--- src/rtl/pair_triple_window_detector_if.sv ---
// Sample/result bundle for pair_triple_window_detector.
// The hit_cnt signal exists only when PAIR_TRIPLE_HIT_CNT_EN is defined.
interface pair_triple_window_detector_if #(
    parameter int NBITS = 3,
    parameter int DEPTH = 4
);
    localparam int CW = $clog2(DEPTH + 1);

    logic             in_val;
    logic [NBITS-1:0] in_bits;
    logic             clear;
    logic             out_val;
    logic             out;
    logic [CW-1:0]    count;
`ifdef PAIR_TRIPLE_HIT_CNT_EN
    logic [7:0]       hit_cnt;

    modport master (output in_val, in_bits, clear,
                    input  out_val, out, count, hit_cnt);
    modport slave  (input  in_val, in_bits, clear,
                    output out_val, out, count, hit_cnt);
`else
    modport master (output in_val, in_bits, clear,
                    input  out_val, out, count);
    modport slave  (input  in_val, in_bits, clear,
                    output out_val, out, count);
`endif
endinterface

--- src/rtl/pair_triple_window_detector.sv ---
// pair_triple_window_detector: sliding-window hit counter.
// A sample is a hit when popcount >= MIN_ONES; out asserts when the last
// DEPTH accepted samples hold at least THRESH hits. Outputs registered,
// one cycle after the accepting edge.
// Optional: define PAIR_TRIPLE_HIT_CNT_EN to add the saturating hit_cnt output.
module pair_triple_window_detector #(
    parameter int NBITS    = 3,
    parameter int MIN_ONES = 2,
    parameter int DEPTH    = 4,
    parameter int THRESH   = 2
) (
    input  logic clk,
    input  logic rst_n,
    pair_triple_window_detector_if.slave bus
);
    localparam int CW = $clog2(DEPTH + 1);
    localparam int PW = $clog2(NBITS + 1);

    // Elaboration-time parameter legality
    if (MIN_ONES < 1 || MIN_ONES > NBITS) begin : g_bad_min_ones
        $error("pair_triple_window_detector: MIN_ONES=%0d out of 1..NBITS", MIN_ONES);
    end
    if (DEPTH < 2 || DEPTH > 16) begin : g_bad_depth
        $error("pair_triple_window_detector: DEPTH=%0d out of 2..16", DEPTH);
    end
    if (THRESH < 1 || THRESH > DEPTH) begin : g_bad_thresh
        $error("pair_triple_window_detector: THRESH=%0d out of 1..DEPTH", THRESH);
    end

    typedef enum logic {FILL = 1'b0, RUN = 1'b1} state_t;

    state_t         state_q, state_d;
    logic [CW-1:0]  fill_q, fill_d;
    logic [DEPTH-1:0] win_q;     // win_q[DEPTH-1] is the oldest flag
    logic [PW-1:0]  ones;
    logic           hit;
    logic           accept;
    logic [CW:0]    count_next_w;
    logic [CW-1:0]  count_next;
    logic [CW-1:0]  count_q;
    logic           out_q;
    logic           out_val_q;

    // Popcount of the incoming sample and hit decision
    always_comb begin
        ones = '0;
        for (int i = 0; i < NBITS; i++)
            ones = ones + PW'(bus.in_bits[i]);
        hit = (ones >= PW'(MIN_ONES));
    end

    // Accept qualification and the next window count; one bit of headroom
    // keeps the add/subtract exact before truncating back to CW bits
    always_comb begin
        accept       = bus.in_val && !bus.clear;
        count_next_w = {1'b0, count_q} + (CW+1)'(hit) - (CW+1)'(win_q[DEPTH-1]);
        count_next   = count_next_w[CW-1:0];
    end

    // FSM next state: FILL counts accepts until the window is full
    always_comb begin
        state_d = state_q;
        fill_d  = fill_q;
        if (bus.clear) begin
            state_d = FILL;
            fill_d  = '0;
        end else if (accept && state_q == FILL) begin
            fill_d = fill_q + CW'(1);
            if (fill_q == CW'(DEPTH - 1))
                state_d = RUN;
        end
    end

    // FSM state register
    always_ff @(posedge clk or negedge rst_n) begin
        if (!rst_n) begin
            state_q <= FILL;
            fill_q  <= '0;
        end else begin
            state_q <= state_d;
            fill_q  <= fill_d;
        end
    end

    // Window shift register and registered outputs
    always_ff @(posedge clk or negedge rst_n) begin
        if (!rst_n) begin
            win_q     <= '0;
            count_q   <= '0;
            out_q     <= 1'b0;
            out_val_q <= 1'b0;
        end else if (bus.clear) begin
            win_q     <= '0;
            count_q   <= '0;
            out_q     <= 1'b0;
            out_val_q <= 1'b0;
        end else if (accept) begin
            win_q     <= {win_q[DEPTH-2:0], hit};
            count_q   <= count_next;
            out_q     <= (count_next >= CW'(THRESH));
            out_val_q <= (state_d == RUN);
        end else begin
            out_val_q <= 1'b0;
        end
    end

    assign bus.out_val = out_val_q;
    assign bus.out     = out_q;
    assign bus.count   = count_q;

`ifdef PAIR_TRIPLE_HIT_CNT_EN
    logic [7:0] hit_cnt_q;

    // Saturating count of cycles presenting a valid asserted out
    always_ff @(posedge clk or negedge rst_n) begin
        if (!rst_n)
            hit_cnt_q <= '0;
        else if (bus.clear)
            hit_cnt_q <= '0;
        else if (out_val_q && out_q && hit_cnt_q != 8'hFF)
            hit_cnt_q <= hit_cnt_q + 8'd1;
    end

    assign bus.hit_cnt = hit_cnt_q;
`endif
endmodule

--- src/flat_wrapper.sv ---
// flat-port wrapper written by rule: the top's interface ports become plain ports
module pair_triple_window_detector_flat 
#(
    parameter int NBITS    = 3,
    parameter int MIN_ONES = 2,
    parameter int DEPTH    = 4,
    parameter int THRESH   = 2
)
  (clk, rst_n, bus_in_val, bus_in_bits, bus_clear, bus_out_val, bus_out, bus_count);
  pair_triple_window_detector_if #(.NBITS(NBITS), .DEPTH(DEPTH)) bus_i ();
  input  logic clk;
  input  logic rst_n;
  input wire logic [$bits(bus_i.in_val)-1:0] bus_in_val;
  input wire logic [$bits(bus_i.in_bits)-1:0] bus_in_bits;
  input wire logic [$bits(bus_i.clear)-1:0] bus_clear;
  output wire logic [$bits(bus_i.out_val)-1:0] bus_out_val;
  output wire logic [$bits(bus_i.out)-1:0] bus_out;
  output wire logic [$bits(bus_i.count)-1:0] bus_count;
  assign bus_i.in_val = bus_in_val;
  assign bus_i.in_bits = bus_in_bits;
  assign bus_i.clear = bus_clear;
  assign bus_out_val = bus_i.out_val;
  assign bus_out = bus_i.out;
  assign bus_count = bus_i.count;
  pair_triple_window_detector #(.NBITS(NBITS), .MIN_ONES(MIN_ONES), .DEPTH(DEPTH), .THRESH(THRESH)) u_core (.clk(clk), .rst_n(rst_n), .bus(bus_i));
endmodule
--- config.mk ---
export PLATFORM = sky130hd
export DESIGN_NAME = pair_triple_window_detector_flat
export DESIGN_NICKNAME = d
export VERILOG_FILES = /design/src/rtl/pair_triple_window_detector_if.sv /design/src/rtl/pair_triple_window_detector.sv /design/src/flat_wrapper.sv
export SDC_FILE = /design/constraint.sdc
export NUM_CORES = 1
export LEC_CHECK = 0
export ABC_AREA = 1
export CORE_MARGIN = 2
export CORE_UTILIZATION = 30
export CTS_BUF_LIST = sky130_fd_sc_hd__clkbuf_16
export CTS_CLUSTER_SIZE = 10
export DETAILED_ROUTE_END_ITERATION = 10
export SLEW_MARGIN = 20
export SYNTH_ARGS = -nofsm -noshare
export SYNTH_HDL_FRONTEND = slang
export SYNTH_SLANG_ARGS = --single-unit
--- constraint.sdc ---
create_clock -name clk -period 3.9 [get_ports clk]
set_input_delay 1.17 -clock clk [delete_from_list [all_inputs] [get_ports clk]]
set_output_delay 1.17 -clock clk [all_outputs]
set_load 0.03 [all_outputs]
==> run summary <==
In the final routed layout, each cell accounts on average for 10.2 µm. Setup repair after global routing left no endpoint under its margin. Clock-pin slew was measured on the worst setup and hold paths at 0.04 ns. The run gives 0.352 GHz as the maximum frequency from static timing analysis. The run gives 16 as the number of cell rows. In this run, CTS created clock tree buffers numbering 3.

In this run the tightest slew margin relative to its limit is 60.8%. In the final layout, the share of cells above drive strength 1 is 10.3%. Total grt overflow: 0. The run gives 0 as the post-detailed-route count of antenna-violating nets.

The hold-fix buffer count after cts came out at 0. The tools report the endpoint kind of the worst setup timing path as a register. After legalization and detailed placement, the total HPWL measured 883 µm. During I/O placement, the number of pins put on the boundary was 12. The tools report the number of antenna violations at the first check in global routing as 0. The number of global-route vias before repair was 493. The share of synthesized area in the top cell type comes to 49.6%. After synthesis, the mean cell area works out to 9.11 µm².

For the post-layout total power, the log shows 0.388 mW. The clock period could shrink to 2.84 ns. TritonCTS built the clock tree. The area growth from synthesis to layout is 34.0%. The number of buffers between clock root and the deepest sink came out at 2.

IR analysis of the VDD net gives a maximum drop of 0.164 mV. Walking the worst path, the cells encountered are clkdlybuf4s50_1, ha_1, a21oi_1, inv_1, ha_1, inv_1, fa_1, o21ai_1, inv_1, nand2_1. The first global-routing pass estimated 2130 µm of wire. After the last flow step, the layout net total stands at 101. Clock latency of the later-clocked register in the worst-skew pair: 0.24 ns. The logs give 32.8% for the starting utilization of the core area and 49.6% for the share of the yosys chip area belonging to registers.

Clock skew on the completed layout was measured at 0.000740 ns. For this run, the number of standard cells in the final layout without fillers is 114. When the netlist entered floorplanning its net count stood at 85. The region available for standard cell placement spans 2000 µm².

The core occupancy in the finished layout is 43.9%, and the share of the cycle needed by the critical path after routing is 72.9%. The logs give 0 for the final hold violation count and 0 for the count of pins over their slew limit. After detailed routing, the number of vias per cell comes to 4.29. Summed over all layers, the routed wires come to 1170 µm. The number of detailed-routing iterations run before antenna repair is 1, and the internal cell power is 0.298 mW. The number of gates resized after CTS was 0. In this run the vertical extent of the chip is 50.8 µm. The fraction of power spent switching nets works out to 23.2%. CTS placed an instance of sky130_fd_sc_hd__clkbuf_16 at the clock tree root.

The worst setup path is launched from an input pin. The run finished with clean final reports. In this run the tool buffered the top-level ports with 11 buffer cells. Among all stages on the critical path, the largest delay is contributed by sky130_fd_sc_hd__fa_1.

For this run, design rule violations remaining after detail routing come to 0. After synthesis, the cell types taking the most area are sky130_fd_sc_hd__dfrtp_1 (50%), sky130_fd_sc_hd__inv_1 (9.7%), sky130_fd_sc_hd__ha_1 (9.5%). The setup path with the least slack is of type in -> reg. The weighted congestion reported at the end of routability-driven placement was 0.761; the total power divided by cell area was 442 nW/µm².

For the instance count of the mapped netlist, the log shows 72. On the final layout, the worst hold slack is 0.528 ns. The most numerous cell type found on the critical path is sky130_fd_sc_hd__inv_1. The combinational share of power came out at 12.7%.

Entering global routing, the biggest net connects 14 pins. The chip width is 50.8 µm. Max-cap violations in this run came to 0. The tools report the area of the mapped netlist as 656 µm².

For the worst setup path, the data required time is 4.08 ns. For the setup TNS, the log shows 0 ns. The stage delay of the slowest cell on the critical path was 0.43 ns. The worst-case reg-to-reg path depth is 11, and the floorplan die area is 2580 µm². The clock drives 13 sinks.

In this run the worst hold path is classified as reg -> reg. Counting instances, the worst hold path has a depth of 2. Along the worst path, the maximum fanout reaches 2. The tools report the data arrival time of the critical path as 3.03 ns. For this block, the initial DRC count from the detailed router was 0. The number of setup buffers added after CTS is 0. The maximum level of the CTS H-tree came out at 1. Setup violations remaining at the end of the flow were counted as 0. After detailed placement, the design holds a cell count of 110. 0 antenna diodes ended up in the layout.

The analysis attributes to net switching a power of 0.0899 mW. The logs give 0 for the count of warnings emitted by yosys and 489 for the total via count in the routed design. For the leakage dissipation, the log shows 0.433 nW.

The biggest area contributor in the post-synthesis netlist is sky130_fd_sc_hd__dfrtp_1. For the pin with the worst max-slew slack, the measured transition is 0.587 ns. In the global route stage, overall resource usage came out at 11.5%. After synthesis the netlist holds a flip-flop and latch count of 13. Counting distinct cell types in the post-synthesis netlist gives 17. The share of total power dissipated in the clock network is 49.7%.

Per report_power, the sequential group accounts for 37.6% of the total.
state kept, by name (all words and copies together) (netlist names):
signal / count
u_core.fill_q: 3
u_core.bus.out: 1
u_core.bus.count: 3
u_core.state_q: 1
u_core.bus.out_val: 1
u_core.win_q: 4
Yosys cell counts:
| cell type | instances |
|---|---|
| sky130_fd_sc_hd__o21ai_0 | 4 |
| sky130_fd_sc_hd__o22ai_1 | 4 |
| sky130_fd_sc_hd__nand2_4 | 1 |
| sky130_fd_sc_hd__nor2_1 | 1 |
| sky130_fd_sc_hd__nor3_1 | 1 |
| sky130_fd_sc_hd__a21oi_1 | 2 |
| sky130_fd_sc_hd__inv_1 | 17 |
| sky130_fd_sc_hd__nand3_1 | 2 |
| sky130_fd_sc_hd__dfrtp_1 | 13 |
| sky130_fd_sc_hd__nand2_1 | 13 |
| sky130_fd_sc_hd__ha_1 | 5 |
| sky130_fd_sc_hd__nand3_2 | 1 |
| sky130_fd_sc_hd__nor2_2 | 1 |
| sky130_fd_sc_hd__fa_1 | 1 |
| sky130_fd_sc_hd__inv_2 | 2 |
| sky130_fd_sc_hd__o21ai_1 | 3 |
| sky130_fd_sc_hd__nor2_4 | 1 |
area by class of cell:
type / instances / area (µm²)
Multi-Input combinational cell: 40 / 259
Clock inverter: 1 / 3.75
Timing Repair Buffer: 11 / 110
Inverter: 19 / 71.3
Clock buffer: 3 / 75.1
Tap cell: 27 / 33.8
Fill cell: 207 / 1120
Sequential cell: 13 / 325
kinds of logic after synthesis:
logic type,after synthesis,synth area share (%)
flops,13,49.6
buf+inv,19,10.9
fa+ha+maj,6,12.6
simple gates,21,16.2
compound gates,13,10.7
cells in the final DEF (no fill, tap or decap), drive strengths merged:
cell type,count
nand2,14
clkdlybuf4s50,11
nand3,3
inv,20
nor2,3
dfrtp,13
a21oi,2
o22ai,4
o21ai,7
nor3,1
ha,5
clkbuf,3
fa,1
final timing paths:
check	from	endpoint	slack (ns)
hold reg to reg	u_core.win_q[3]	u_core.win_q[3]	0.53
setup / recovery	bus_in_bits[0]	u_core.bus.out	1.06
hold / removal	u_core.win_q[3]	u_core.win_q[3]	0.53
max in group asynchronous	rst_n	u_core.win_q[3]	2.22
min in group asynchronous	rst_n	u_core.win_q[0]	1.30
setup reg to reg	u_core.bus.count[0]	u_core.bus.out	2.12
power by group through the flow:
stage / combinational (mW) / sequential, mW / clock, mW
after global placement: 0.0489 / 0.148 / 0
after global routing: 0.0573 / 0.146 / 0.204
after CTS: 0.0500 / 0.146 / 0.199
final: 0.0492 / 0.146 / 0.193
after detailed placement: 0.0494 / 0.148 / 0
after floorplan: 0.0219 / 0.154 / 0
stage by stage:
stage	instance area [µm²]	setup slack, ns
2_1_floorplan	656	1.32
6_report	878	1.06
3_5_place_dp	800	0.807
5_1_grt	878	0.865
3_3_place_gp	800	0.822
4_1_cts	878	1.06
per-layer routing:
layer  vias up  wire length [µm]  GRT usage, %
li1        254                 -             -
met1       220               541          13.9
met2        11               550          17.1
met3         4                35          2.08
met4         0                40          10.8
met5         -                 0             0
worst max-delay path, delay by kind of cell:
kind	cells	cell delay (ns)
buffers and inverters	4	0.57
AOI/OAI and AO/OA	2	0.33
adders and majority gates	3	0.88
and+or+nand+nor	1	0.06
Note: power is estimated with default switching activity, not from simulation.
==> RTL edit, RTL diff (same settings) <==
`NBITS` is set to 3 in 3 places; all go to 4.
--- a/src/rtl/pair_triple_window_detector_if.sv
+++ b/src/rtl/pair_triple_window_detector_if.sv
@@ -1,7 +1,7 @@
 // Sample/result bundle for pair_triple_window_detector.
 // The hit_cnt signal exists only when PAIR_TRIPLE_HIT_CNT_EN is defined.
 interface pair_triple_window_detector_if #(
-    parameter int NBITS = 3,
+    parameter int NBITS = 4,
     parameter int DEPTH = 4
 );
     localparam int CW = $clog2(DEPTH + 1);
--- a/src/rtl/pair_triple_window_detector.sv
+++ b/src/rtl/pair_triple_window_detector.sv
@@ -4,7 +4,7 @@
 // one cycle after the accepting edge.
 // Optional: define PAIR_TRIPLE_HIT_CNT_EN to add the saturating hit_cnt output.
 module pair_triple_window_detector #(
-    parameter int NBITS    = 3,
+    parameter int NBITS    = 4,
     parameter int MIN_ONES = 2,
     parameter int DEPTH    = 4,
     parameter int THRESH   = 2
--- a/src/flat_wrapper.sv
+++ b/src/flat_wrapper.sv
@@ -1,7 +1,7 @@
 // flat-port wrapper written by rule: the top's interface ports become plain ports
 module pair_triple_window_detector_flat 
 #(
-    parameter int NBITS    = 3,
+    parameter int NBITS    = 4,
     parameter int MIN_ONES = 2,
     parameter int DEPTH    = 4,
     parameter int THRESH   = 2
Ports: changed (resized bus_in_bits); port bits go from 12 to 13. The function was not compared with the original's and may differ.
==> RTL edit against the original RTL <==
- combinational power is 28% higher
- final area is 4.4% higher
- first-iteration DRC count is 6 higher
- worst setup slack worse by 0.19 ns
- power is 3.3% higher
- area after synthesis is 4.2% higher
- sequential cell count stayed put
- routed wire length is 2.2% higher
- critical endpoint unchanged
- largest power group unchanged
==> RTL edit: results (changes against the original RTL) <==
Drt:
- The first-pass iteration count of the detailed router was 4 (+3).
- The routed metal-1 wire length is 527 µm (-2.6%).
- The post-detailed-route wirelength per cell is 9.942 µm (-2.9%).
- The count of vias placed by the detailed router was 532 (+8.8%).
- The routed length on met3 is 54 µm (+54%).
- The length of routed met2 wiring is 578 µm (+5.1%).

Synth:
- The mean instance size in the synthesized netlist was 8.989 µm² (-1.3%).
- The number of nets in the synthesized netlist is 91 (+7.1%).
- The most used flip-flop cell after synthesis is dfrtp_1.
- The complex-gate fraction of the synthesized area came to 0.08974 (-0.01713).
- Counting instances in the post-synthesis netlist gives the leading cell types as nand2_1, inv_1, dfrtp_1, ha_1, o21ai_0.
- The sequential cell area fraction in the yosys report is 0.4762 (-0.01999).
- By area the synthesized netlist is led by dfrtp_1, ha_1, nand2_1.

Layout:
- The post-synthesis to final-layout area growth is 34.25%.
- The net count of the finished layout is 108 (+6.9%).
- The count of placed standard cells in the final layout, fillers left out is 120 (+5.3%).
- The layout cell share with drive strength beyond 1 is 0.1087 (+0.005247).

Global routing:
- The met1 demand-to-capacity share in global routing is 0.1302 (-0.008690).
- The global routing usage on met2 is 0.1816 (+0.01057).
- The initial antenna violation count is 0 (unchanged).
- The routing usage on met3 was 0.02011 (-0.0007184).
- The overall track demand over capacity in global routing is 0.1092 (-0.006075).
- The wire length of the first global-routing pass was 2.139 mm (+0.33%).

Power and ir drop:
- The combinational power came to 63.2 µW (+28%).
- The internal power consumption came to 305.7 µW (+2.6%).
- The total net switching power is 95.26 µW (+5.9%).
- The fraction of power consumed by sequential logic is 0.371 (-0.005).
- The total leakage power is 0.4528 nW (+4.5%).
- The maximum VDD drop came to 0.2045 mV (+25%).

Placement:
- The weighted congestion reported at the end of routability-driven placement was 0.6920 (-9.0%).
- The total of buffers placed on input and output ports is 12 (+1).
- The worst-case setup slack after placement is 0.6019 ns (-0.2047 ns).
- The placed wire-length estimate is 949.2 µm (+7.5%).
- The cell area after placement is 838.3 µm² (+4.9%).

Worst setup path:
- The largest stage delay on the critical path came to 0.40 ns (-0.03 ns).
- The critical-path cell with the highest stage delay is clkdlybuf4s50_1.
- The worst endpoint data arrival time was 3.21 ns (+0.18 ns).

STA:
- The worst setup skew after layout is 0.001145 ns (+0.0004053 ns).
- The slew of the pin with the lowest slew margin was 0.5828 ns (-0.003765 ns).

Clock tree:
- The maximum root-to-sink buffer count is 2 (unchanged).

Hold path:
- The startpoint identified for the worst hold timing path is u_core.win_q[0].

Outcome:
- The flow ran to the end, and the final reports show no timing, DRC or antenna violations.
RTL edit: cell count changes in the layout (fill, tap and decap cells not counted), sizes merged:
cell           delta
ha                +1
nand2             +6
a21oi             -1
clkdlybuf4s50     +1
o22ai             -2
o21ai             +1
nor2              +1
inv               -2
RTL edit: area by class of cell:
class | instances | area share
sequential | 13 | 0.3547
multi-input combinational | 46 | 0.3206
timing repair buffer | 12 | 0.1310
clock buffer | 3 | 0.08186
inverter | 17 | 0.06958
tap | 28 | 0.03820
clock inverter | 1 | 0.004093
RTL edit: worst paths after layout:
kind	endpoint	slack, ns	cells past startpoint
hold / removal	u_core.win_q[0]	0.50	2
max in group asynchronous	u_core.fill_q[2]	2.22	1
hold reg to reg	u_core.win_q[0]	0.50	2
setup / recovery	u_core.bus.out	0.87	13
setup reg to reg	u_core.bus.out	2.17	11
min in group asynchronous	u_core.bus.out_val	1.31	1
RTL edit: tightest hold or removal path: stages, from the launching register on:
cell and delay [ns]:
dfrtp_1 0.34, nand2_1 0.06, nand2_1 0.06
